File: src/rtl/gpr_wport_arbiter.sv
// Shares the GPR write port between the WB stage (priority) and the long-latency unit.
// LL results are queued in a small FIFO with WAW kill, starvation-bounded via stall_req.
module gpr_wport_arbiter #(
  parameter int unsigned FIFO_DEPTH = 2,
  parameter int unsigned STARVE_MAX = 4,
  parameter int unsigned AW         = 5,
  parameter int unsigned DW         = 32
) (
  input  logic                 clk,
  input  logic                 rst,
  input  logic                 wb_we,
  input  logic [AW-1:0]        wb_addr,
  input  logic [DW-1:0]        wb_data,
  input  logic                 ll_valid,
  output logic                 ll_ready,
  input  logic [AW-1:0]        ll_addr,
  input  logic [DW-1:0]        ll_data,
  output logic                 stall_req,
  output logic [(2**AW)-1:0]   pend_mask,
  output logic                 gpr_we,
  output logic [AW-1:0]        gpr_a3,
  output logic [DW-1:0]        gpr_wd
);

  localparam int unsigned PW  = (FIFO_DEPTH > 1) ? $clog2(FIFO_DEPTH) : 1;
  localparam int unsigned CW  = PW + 1;
  localparam int unsigned AGW = $clog2(STARVE_MAX + 1);
  localparam int unsigned NR  = 2**AW;

  logic [FIFO_DEPTH-1:0] vld_q, vld_d;
  logic [AW-1:0]         addr_q [FIFO_DEPTH];
  logic [DW-1:0]         data_q [FIFO_DEPTH];
  logic [PW-1:0]         rd_q, wr_q;
  logic [CW-1:0]         cnt_q, cnt_d;
  logic [AGW-1:0]        age_q, age_d;
  logic                  ready_q, stall_q;
  logic [NR-1:0]         pend_q, pend_d;

  logic wb_hit, empty, pop, accept, push, head_wr;

  // Request decode; WB always wins, FIFO head drains only on a free port
  always_comb begin
    wb_hit  = wb_we && (wb_addr != '0);
    empty   = (cnt_q == '0);
    pop     = !wb_hit && !empty;
    accept  = ll_valid && ready_q;
    push    = accept && (ll_addr != '0);
    head_wr = pop && vld_q[rd_q];
  end

  // Write-port mux, forced idle while in reset
  always_comb begin
    gpr_we = 1'b0;
    gpr_a3 = '0;
    gpr_wd = '0;
    if (!rst) begin
      if (wb_hit) begin
        gpr_we = 1'b1;
        gpr_a3 = wb_addr;
        gpr_wd = wb_data;
      end else if (head_wr) begin
        gpr_we = 1'b1;
        gpr_a3 = addr_q[rd_q];
        gpr_wd = data_q[rd_q];
      end
    end
  end

  // Next FIFO validity: kill older same-address entries, then pop, then push
  always_comb begin
    vld_d = vld_q;
    if (wb_hit) begin
      for (int unsigned i = 0; i < FIFO_DEPTH; i++) begin
        if (addr_q[i] == wb_addr) vld_d[i] = 1'b0;
      end
    end
    if (pop)  vld_d[rd_q] = 1'b0;
    if (push) vld_d[wr_q] = 1'b1;
    cnt_d = cnt_q + CW'(push) - CW'(pop);
  end

  // Pending mask reflects the FIFO contents after this edge
  always_comb begin
    pend_d = '0;
    for (int unsigned i = 0; i < FIFO_DEPTH; i++) begin
      if (vld_d[i]) begin
        if (push && (wr_q == PW'(i))) pend_d[ll_addr]   = 1'b1;
        else                          pend_d[addr_q[i]] = 1'b1;
      end
    end
  end

  // Head age: only a non-empty, non-popping FIFO is blocked by WB
  always_comb begin
    age_d = age_q;
    if (empty || pop)                    age_d = '0;
    else if (age_q != AGW'(STARVE_MAX))  age_d = age_q + AGW'(1);
  end

  always_ff @(posedge clk) begin
    if (rst) begin
      vld_q   <= '0;
      rd_q    <= '0;
      wr_q    <= '0;
      cnt_q   <= '0;
      age_q   <= '0;
      ready_q <= 1'b0;
      stall_q <= 1'b0;
      pend_q  <= '0;
    end else begin
      vld_q   <= vld_d;
      cnt_q   <= cnt_d;
      age_q   <= age_d;
      ready_q <= (cnt_d != CW'(FIFO_DEPTH));
      stall_q <= (age_d == AGW'(STARVE_MAX));
      pend_q  <= pend_d;
      if (pop)  rd_q <= rd_q + PW'(1);
      if (push) wr_q <= wr_q + PW'(1);
    end
  end

  // Payload storage needs no reset; validity bits qualify it
  always_ff @(posedge clk) begin
    if (!rst && push) begin
      addr_q[wr_q] <= ll_addr;
      data_q[wr_q] <= ll_data;
    end
  end

  assign ll_ready  = ready_q;
  assign stall_req = stall_q;
  assign pend_mask = pend_q;

endmodule

File: config.mk
export PLATFORM = sky130hd
export DESIGN_NAME = gpr_wport_arbiter
export DESIGN_NICKNAME = d
export VERILOG_FILES = /design/src/rtl/gpr_wport_arbiter.sv
export SDC_FILE = /design/constraint.sdc
export NUM_CORES = 1
export LEC_CHECK = 0
export CAP_MARGIN = 20
export CORE_MARGIN = 3
export CORE_UTILIZATION = 45
export CTS_CLUSTER_SIZE = 40
export DETAILED_ROUTE_END_ITERATION = 8
export HOLD_SLACK_MARGIN = 0.15
export PLACE_DENSITY_LB_ADDON = 0.15
export SLEW_MARGIN = 10
export SYNTH_ARGS = -nofsm -noshare
export SYNTH_HDL_FRONTEND = slang
export SYNTH_SLANG_ARGS = --single-unit
File: constraint.sdc
create_clock -name clk -period 5.5 [get_ports clk]
set_input_delay 0.55 -clock clk [delete_from_list [all_inputs] [get_ports clk]]
set_output_delay 0.55 -clock clk [all_outputs]
set_load 0.05 [all_outputs]
==> metrics.md, run 1 <==
| Metric | Value |
|---|---|
| Status | finished clean |
| WL per Instance | 18.9 um |
| Vias per inst | roughly 5.7 |
| Clock Power Share | 40.8% |
| Worst-path clk slew | 0.05 ns |
| Core area | 0.0117 mm^2 |
| Setup total negative slack | 0 ns |
| Lkg Pwr | 2.55 nW |
| Comb pwr share | 19.0% |
| Effective utilization at floorplan | about 47% |
| PwrDens | approximately 340 mW/mm^2 |
| GRT Resource Usage Total | 22.2% |
| Post-synth EDFFs | 74 |
| CTS H-tree lvls | 4 |
| # DRC | 0 |
| Final Cycle Share | 71.8% |
| CP Cell Sequence | clkdlybuf4s50_1, nor3_2, a21boi_4, nor3_2, buf_4, a22oi_1, nor2_1, clkdlybuf4s50_1 |
| Synthesis-stage register bit count | around 120 |
| Largest net degree at the start of global routing | 39 |
| Non-Filler Instances | between 700 and 800 |
| Max Clock Skew | 0.00994 ns |
| Fmax | about 250 MHz |
| Post-CTS Setup Bufs | 0 |
| CTS root buffer | clkbuf_16 |
| Worst hold path class | reg2reg |
| Post-route ant nets | 0 |
| Max-cap violations | 0 |
| CTS Sinks | around 120 |
| Count leader, synth | edfxtp_1 |
| Register share of total power | 40.1% |
| Ys Warns | 0 |
| Port Buffers | 149 |
| Syn Nets | 562 |
| Die width | 117 um |
| Dpl cells | between 700 and 800 |
| Drt total wl | 14700 um |
| Deepest clock path buffer count | 2 |
| Internal power | 1.91 mW |
| Largest stage delay, worst path | 0.81 ns |
| VDD IR max | 0.292 mV |
| Startpoint type of the worst setup path | input pin |
| Family with the most delay on the worst path | buffers and inverters |
| Count of cell types in the netlist | 54 |
| FP Rows | 39 |
| Hold buffer count at CTS | 0 |
| Routability-driven placement congestion ratio | 0.903 |
| Minimum clock period | about 4.0 ns |
| Mapped cell area | 0.00554 mm^2 |
| Die ar. | roughly 0.014 mm^2 |
| DRT iter0 DRCs | between 300 and 400 |
| Dominant cells by area after synthesis | edfxtp_1 40%, dfxtp_1 16%, mux2_2 7.5%, a22oi_1 5.0%, nor2_1 3.8% |
| Dpl hpwl | just under 10000 um |
| Cell accounting for the most synthesized area | edfxtp_1 |
| Final net count | around 700 |
| DR pass1 iterations | 5 |
| Critical path buffer and inverter count | 3 |
| CTS tree | done |
| Slowest cell on crit path | clkdlybuf4s50_1 |
| # IOs | 150 |
| Sw Share | 28.1% |
| CP endpoint kind | primary output |
| Pwr Total | 2.65 mW |
| Synthesized instance count | between 400 and 500 |
| Maximum fanout along the worst path | 35 |
| Final Max Tran Viols | 0 |
| Seq/Total Area, Yosys | 56.1% |
| Least-Margin Pin Slew | 0.916 ns |
| Syn Area/Cell | 11.5 um^2 |
| Worst slew margin | about two fifths |
| Grt total ovfl | 0 |
| Post-synth top cells | 74 x edfxtp_1, 56 x nor2_1, 51 x nand2_1 |
| Unrepaired setup endpoints after global routing | no |
| Critical path class | in2out |
| Vias in the first global route | 4538 |
| Antenna violations before repair | 0 |
| Required @ worst endpoint | 4.95 ns |
| Share of cells above drive strength 1 | 14.9% |
| Area share of the leading cell type in the synthesized netlist | 40.1% |
| Post-synth ARST share | 0% |
| First-pass GRT wire length | 22900 um |
| Crit path DAT | 3.40 ns |
| Clock Latency Late Sink | ~0.41 ns |
| Overall via count from detail_route | between 4000 and 5000 |
| Final hold violations | 0 |
| Gates resized, CTS repair | 0 |
| Die Y | 117 um |
| Sw Pwr | 744 uW |
| Synth Flop Type | edfxtp_1 |
| Diode count | 0 |
| Synth-to-Final Area Change | 40.1% |
| Final setup vio count | 0 |
| Number of buffers created by CTS | 17 |
## power groups by stage
stage                     clock (mW)  sequential [mW]  combinational (mW)
after floorplan                    0             1.06               0.335
final                           1.08             1.06               0.504
after CTS                       1.10             1.07               0.495
after global routing            1.14             1.07               0.539
after global placement             0             1.08               0.484
after detailed placement           0             1.09               0.491
## worst reg2reg max path, stage by stage, from the launching register on
cell and delay [ns]:
edfxtp_1 0.77, xor2_1 0.20, a211oi_1 0.11, a21oi_4 0.62, nand3b_1 0.43, o221ai_1 0.33
## final cells by class
class / count / area, um^2
Sequential cell: 118 / 3100
Clock inverter: 14 / 153
Inverter: 4 / 15.0
Timing Repair Buffer: 154 / 1560
Clock buffer: 18 / 439
Fill cell: 916 / 3950
Tap cell: 143 / 179
Multi-Input combinational cell: 328 / 2300
## path summary, 6_finish.rpt
check	from	endpoint	slack (ns)	depth (start not counted)
max	wb_addr[0]	gpr_a3[2]	1.55	8
min	wr_q$_SDFFE_PP0N_	wr_q$_SDFFE_PP0N_	0.50	2
max reg2reg	addr_q[1][1]$_DFFE_PP_	pend_mask[18]$_SDFF_PP0_	2.95	5
min reg2reg	wr_q$_SDFFE_PP0N_	wr_q$_SDFFE_PP0N_	0.50	2
## routing by layer
metal | part of all wire, % | global-route usage, % | routed length, um | vias to the layer above
met5 | 0 | 0 | 0 | -
met4 | 1.5 | 9.10 | 221 | 0
met3 | 9.6 | 7.66 | 1410 | 25
met2 | 48 | 35.7 | 7090 | 230
met1 | 41 | 27.5 | 6000 | 2100
li1 | - | - | - | 2107
## cell families (layout without fill, tap and decap cells)
| kind of cell | Yosys count | in the layout | share of synthesized area, % |
|---|---|---|---|
| buffers and inverters | 34 | 190 | 2.89 |
| AND/OR/NAND/NOR | 184 | 184 | 18.1 |
| XOR/XNOR | 13 | 13 | 2.06 |
| adder cells (fa/ha/maj) | 4 | 4 | 0.904 |
| multiplexers | 39 | 39 | 7.89 |
| AO/OA/AOI/OAI | 88 | 88 | 12.1 |
| flip-flops | 118 | 118 | 56.1 |
## registers in the layout, indices dropped and copies added (netlist names), named ones only
register and cells:
cnt_q 2, data_q 64, ll_ready 1, vld_q 2, pend_mask 32, age_q 3
addr_q 10, rd_q 1, stall_req 1, wr_q 1
## stage by stage
step                instance area [um^2]  util, %  hold WS, ns  worst slack (ns)
floorplan                           5540        -        0.458              2.21
global placement                    7110     60.7        0.484              1.67
detailed placement                  7110     60.7        0.495              1.57
CTS                                 7700     65.8        0.503              1.51
global route                        7760     66.2        0.545              1.34
finish                              7760     66.2        0.502              1.55
## cells in the final DEF (no fill, tap or decap), types with 4 or more instances in the layout
master             n
clkdlybuf4s50_1  148
edfxtp_1          74
nor2_1            55
nand2_1           51
dfxtp_1           43
mux2_2            37
a22oi_1           37
o211ai_1          20
clkbuf_16         17
nand3_1           13
nand4_1           12
o221ai_1          11
nor2b_1            7
xnor2_1            7
xor2_1             6
a21oi_1            5
nor3b_1            5
nor4_1             5
inv_1              4
nor3_2             4
and3b_1            4
ha_1               4
clkinvlp_4         4
clkinv_4           4
Power figures use the tool's default switching activity.
==> run 2, diff against run 1 <==
==> constraint.sdc (replaced) <==
create_clock -name clk -period 3.8 [get_ports clk]
set_input_delay 0.38 -clock clk [delete_from_list [all_inputs] [get_ports clk]]
set_output_delay 0.38 -clock clk [all_outputs]
set_load 0.05 [all_outputs]
==> metrics.md, run 2 (same netlist as run 1, synthesis figures left out) <==
| Metric | Value |
|---|---|
| CP Cell Sequence | clkdlybuf4s50_1, nor3_2, a21boi_4, nor3_2, buf_4, a22oi_1, nor2_1, clkdlybuf4s50_1 |
| Largest stage delay, worst path | 0.83 ns |
| Status | finished clean |
| Worst R2R Setup Slack | 1.37 ns |
| PwrDens | 505 mW/mm^2 |
| Deepest clock path buffer count | 2 |
| Worst-path clk slew | 0.06 ns |
| Startpoint type of the worst setup path | input pin |
| Drt total wl | 14900 um |
| Gates resized, CTS repair | 0 |
| Max-cap violations | 0 |
| Share of cells above drive strength 1 | 18.5% |
| Final Cycle Share | 93.2% |
| Fill cells | 895 |
| Unrepaired setup endpoints after global routing | no |
| Critical path buffer and inverter count | 3 |
| Final net count | 712 |
| Final setup vio count | 0 |
| Largest Register | data_q |
| Overall via count from detail_route | 4533 |
| Grt total ovfl | 0 |
| WL per Instance | 19.0 um |
| Routability-driven placement congestion ratio | between 0.9 and 1 |
| Max Clock Skew | 0.00746 ns |
| Post-CTS Setup Bufs | 0 |
| Dpl hpwl | 10500 um |
| Die width | ~120 um |
| Critical path class | in2out |
| Slowest cell on crit path | clkdlybuf4s50_1 |
| Final hold violations | 0 |
| Die ar. | about 0.014 mm^2 |
| Fmax | ~280 MHz |
| Number of buffers created by CTS | 17 |
| Crit path DAT | around 3.2 ns |
| Family with the most delay on the worst path | buffers and inverters |
| Clock Latency Late Sink | 0.41 ns |
| Dpl cells | 754 |
| CP endpoint kind | primary output |
| CTS Sinks | around 120 |
| Maximum fanout along the worst path | 14 |
| VDD IR max | 0.323 mV |
| Least-Margin Pin Slew | 0.807 ns |
| DRT iter0 DRCs | 381 |
| Worst hold path class | reg2reg |
| Die Y | 117 um |
| Vias per inst | 5.77 |
| FP Rows | 39 |
| FF/Latch Area | 0.00310 mm^2 |
| Commonest non-fill, non-tap cell in the layout | clkdlybuf4s50_1 |
| Pwr Total | just under 4 mW |
| CTS root buffer | clkbuf_16 |
| Largest net degree at the start of global routing | 39 |
| Post-route ant nets | 0 |
| Setup total negative slack | 0 ns |
| Hold buffer count at CTS | 0 |
| First-pass GRT wire length | 23500 um |
| Vias in the first global route | 4673 |
| Most frequent cells in the layout | 129 x clkdlybuf4s50_1, 74 x edfxtp_1, 55 x nor2_1, 51 x nand2_1, 43 x dfxtp_1 |
| CTS H-tree lvls | 4 |
| Required @ worst endpoint | 3.42 ns |
| # IOs | 150 |
| Final Max Tran Viols | 0 |
| Worst slew margin | a little under half |
| Antenna violations before repair | 0 |
| Core area | 0.0117 mm^2 |
| GRT Resource Usage Total | 22.7% |
| Port Buffers | about 150 |
| Lkg Pwr | between 2 and 3 nW |
| Diode count | 0 |
| Post-layout util | about two thirds |
| Max reg flops | 64 |
| Area occupied by multi-input gates | 0.00230 mm^2 |
| Effective utilization at floorplan | 47.3% |
| Minimum clock period | 3.54 ns |
| CTS tree | done |
| DR pass1 iterations | 5 |
| Synth-to-Final Area Change | 40.1% |
| # DRC | 0 |
| Non-Filler Instances | around 790 |
run 2: metrics by stage:
stage | hold slack, ns | area [um^2] | worst slack, ns
6_report | 0.514 | 7760 | 0.257
5_1_grt | 0.538 | 7760 | 0.133
4_1_cts | 0.501 | 7760 | 0.258
3_5_place_dp | 0.501 | 7140 | 0.288
3_3_place_gp | 0.489 | 7140 | 0.412
2_1_floorplan | 0.458 | 5540 | 0.514
run 2: where the power goes:
part | switching, mW | internal [mW]
Sequential | 0.0703 | 1.45
Clock | 0.557 | 1.09
Combinational | 0.424 | 0.329
run 2: path summary, 6_finish.rpt:
| path | startpoint | end | depth (start not counted) |
|---|---|---|---|
| worst max-delay path | wb_addr[0] | gpr_wd[6] | 8 |
| worst min-delay path | wr_q$_SDFFE_PP0N_ | wr_q$_SDFFE_PP0N_ | 2 |
| worst max register to register | addr_q[1][1]$_DFFE_PP_ | pend_mask[10]$_SDFF_PP0_ | 5 |
| worst min register to register | wr_q$_SDFFE_PP0N_ | wr_q$_SDFFE_PP0N_ | 2 |
run 2: worst register-to-register path: stages (launching register included):
cell and delay, ns:
edfxtp_1 0.78, xor2_1 0.18, a211oi_1 0.53, a21oi_4 0.23
nand3b_1 0.33, o221ai_1 0.22
run 2: routing by layer:
layer  track usage, %  vias up  part of all wire (%)
li1                 -     2120                     -
met1             28.4     2165                    41
met2             36.9      229                    48
met3             6.79       19                   9.2
met4             9.02        0                   1.2
met5                0        -                     0
run 2: final cells by class:
cell class | count | area share [%]
sequential | 118 | 40.0
multi-input combinational | 328 | 29.7
timing repair buffer | 161 | 19.9
clock buffer | 18 | 5.53
clock inverter | 14 | 2.37
tap | 143 | 2.31
inverter | 4 | 0.194
==> run 3, diff against run 2 <==
--- a/config.mk
+++ b/config.mk
@@ -7,11 +7,12 @@
 export LEC_CHECK = 0
 export CAP_MARGIN = 20
 export CORE_MARGIN = 3
-export CORE_UTILIZATION = 45
+export CORE_UTILIZATION = 47
 export CTS_CLUSTER_SIZE = 40
 export DETAILED_ROUTE_END_ITERATION = 8
 export HOLD_SLACK_MARGIN = 0.15
 export PLACE_DENSITY_LB_ADDON = 0.15
+export SETUP_SLACK_MARGIN = 0.05
 export SLEW_MARGIN = 10
 export SYNTH_ARGS = -nofsm -noshare
 export SYNTH_HDL_FRONTEND = slang
==> metrics.md, run 3 (same netlist as run 1, synthesis figures left out) <==
| Metric | Value |
|---|---|
| Unrepaired setup endpoints after global routing | no |
| First-pass GRT wire length | 23800 um |
| Final Max Tran Viols | 0 |
| Number of buffers created by CTS | 17 |
| Slowest cell on crit path | clkdlybuf4s50_1 |
| CP endpoint | gpr_wd[28] |
| # DRC | 0 |
| Startpoint type of the worst setup path | input pin |
| CTS Sinks | 118 |
| DRT iter0 DRCs | ~300 |
| Crit path DAT | approximately 2.7 ns |
| PwrDens | 466 mW/mm^2 |
| Dpl hpwl | 10500 um |
| Synth-to-Final Area Change | 44.6% |
| VDD IR max | 0.300 mV |
| Hold path start | wr_q$_SDFFE_PP0N_ |
| Final Cycle Share | 80.9% |
| Required @ worst endpoint | ~3.4 ns |
| WL per Instance | 19.3 um |
| Commonest non-fill, non-tap cell in the layout | clkdlybuf4s50_1 |
| Status | finished clean |
| Setup slack after layout | 0.724 ns |
| Vias in the first global route | 4748 |
| Max Clock Skew | slightly below 0.009 ns |
| Met3 WL | 1260 um |
| Crit path launch | wb_addr[0] |
| Drt total wl | 15100 um |
| FF/Latch Area | a little over 0.003 mm^2 |
| Place WS | 0.733 ns |
| # IOs | 150 |
| CP endpoint kind | primary output |
| Effective utilization at floorplan | 48.3% |
| Most frequent cells in the layout | 110 x clkdlybuf4s50_1, 74 x edfxtp_1, 55 x nor2_1, 51 x nand2_1, 43 x dfxtp_1 |
| Worst R2R Setup Slack | 1.45 ns |
| Fill cells | 819 |
| Critical path class | in2out |
| Reg2reg end | pend_mask[3]$_SDFF_PP0_ |
| Worst slew margin | 39.2% |
| Routability-driven placement congestion ratio | 0.913 |
| Worst hold path class | reg2reg |
| Fmax | around 330 MHz |
| CP Cell Sequence | clkdlybuf4s50_1, nor3_2, a21boi_4, nor3_2, buf_4, a22oi_1, nor2_1, buf_12 |
| Max reg flops | 64 |
| Share of cells above drive strength 1 | 20.5% |
| Reg2reg start | addr_q[1][1]$_DFFE_PP_ |
| Area occupied by multi-input gates | 0.00230 mm^2 |
| Placed instance area | around 0.0075 mm^2 |
| Met2 WL | around 7600 um |
| Post-route ant nets | 0 |
| Maximum fanout along the worst path | 35 |
| DR top layer | met4 |
| Port Buffers | 149 |
| Grt total ovfl | 0 |
| Die ar. | 0.0131 mm^2 |
| CTS H-tree lvls | 4 |
| R2R cell count | 6 |
| Die width | roughly 110 um |
| Diode count | 0 |
| Antenna violations before repair | 0 |
| Met1 Wirelength | 5870 um |
| Least-Margin Pin Slew | between 0.9 and 1 ns |
| Max-cap violations | 0 |
| Minimum clock period | a little over 3 ns |
| Largest Register | data_q |
| CTS root buffer | clkbuf_16 |
| Lkg Pwr | roughly 2.7 nW |
| Overall via count from detail_route | 4495 |
| Clock Latency Late Sink | 0.40 ns |
| Core area | roughly 0.011 mm^2 |
| Largest stage delay, worst path | 0.54 ns |
| Hold WS | between 0.4 and 0.5 ns |
| Final hold violations | 0 |
| Deepest clock path buffer count | 2 |
| Most common cell on crit path | nor3_2 |
| Fin area | 0.00800 mm^2 |
| Setup total negative slack | 0 ns |
| Largest net degree at the start of global routing | 41 |
| Final net count | 707 |
| Hold buffer count at CTS | 0 |
| DR pass1 iterations | 7 |
| Final setup vio count | 0 |
| Pwr Total | 3.73 mW |
| CTS tree | done |
| Worst-path clk slew | around 0.050 ns |
| Vias per inst | 5.76 |
| Post-CTS Setup Bufs | 0 |
| Gates resized, CTS repair | 0 |
| Die Y | 115 um |
| GRT Resource Usage Total | about a quarter |
| FP Rows | 39 |
[run 3: cell types whose count changed in the layout (fill, tap and decap cells not counted), sizes merged]
cell	change
clkinvlp	-3
bufinv	-4
buf	+14
clkbuf	+4
clkdlybuf4s50	-19
inv	+3
[run 3: worst min path at each step]
stage / slack (ns) / to / cells past startpoint
after floorplan: 0.46 / wr_q$_SDFFE_PP0N_ / 2
after global placement: 0.48 / wr_q$_SDFFE_PP0N_ / 2
after detailed placement: 0.49 / wr_q$_SDFFE_PP0N_ / 2
after CTS: 0.50 / wr_q$_SDFFE_PP0N_ / 2
after global routing: 0.55 / data_q[0][16]$_DFFE_PP_ / 1
final: 0.50 / wr_q$_SDFFE_PP0N_ / 2
[run 3: worst max-delay path: cells and delay by family]
| family | cells | cell delay (ns) |
|---|---|---|
| AND/OR/NAND/NOR | 3 | 0.92 |
| buffers and inverters | 3 | 1.14 |
| AO/OA/AOI/OAI | 2 | 0.25 |
[run 3: area by class of cell]
type,instances,share of cell area [%]
Clock inverter,10,0.672
Sequential cell,118,38.8
Inverter,4,0.188
Tap cell,143,2.24
Timing Repair Buffer,156,23.5
Clock buffer,22,5.82
Multi-Input combinational cell,328,28.8
[run 3: per-layer routing]
metal,GRT usage (%),up-vias
li1,-,2115
met1,27.5,2124
met2,39.3,223
met3,6.66,33
met4,11.1,0
met5,0,-
[run 3: power by group]
group | internal [mW] | switching [mW] | leakage, nW
clock | 0.863 | 0.545 | 0.267
combinational | 0.367 | 0.410 | 1.42
sequential | 1.45 | 0.0945 | 1.03
[run 3: through the flow]
stage / util [%] / std cells
floorplan: - / 480
global placement: 65.3 / 749
detailed placement: 65.3 / 749
CTS: 69.8 / 781
global route: 69.8 / 781
finish: 69.8 / 781
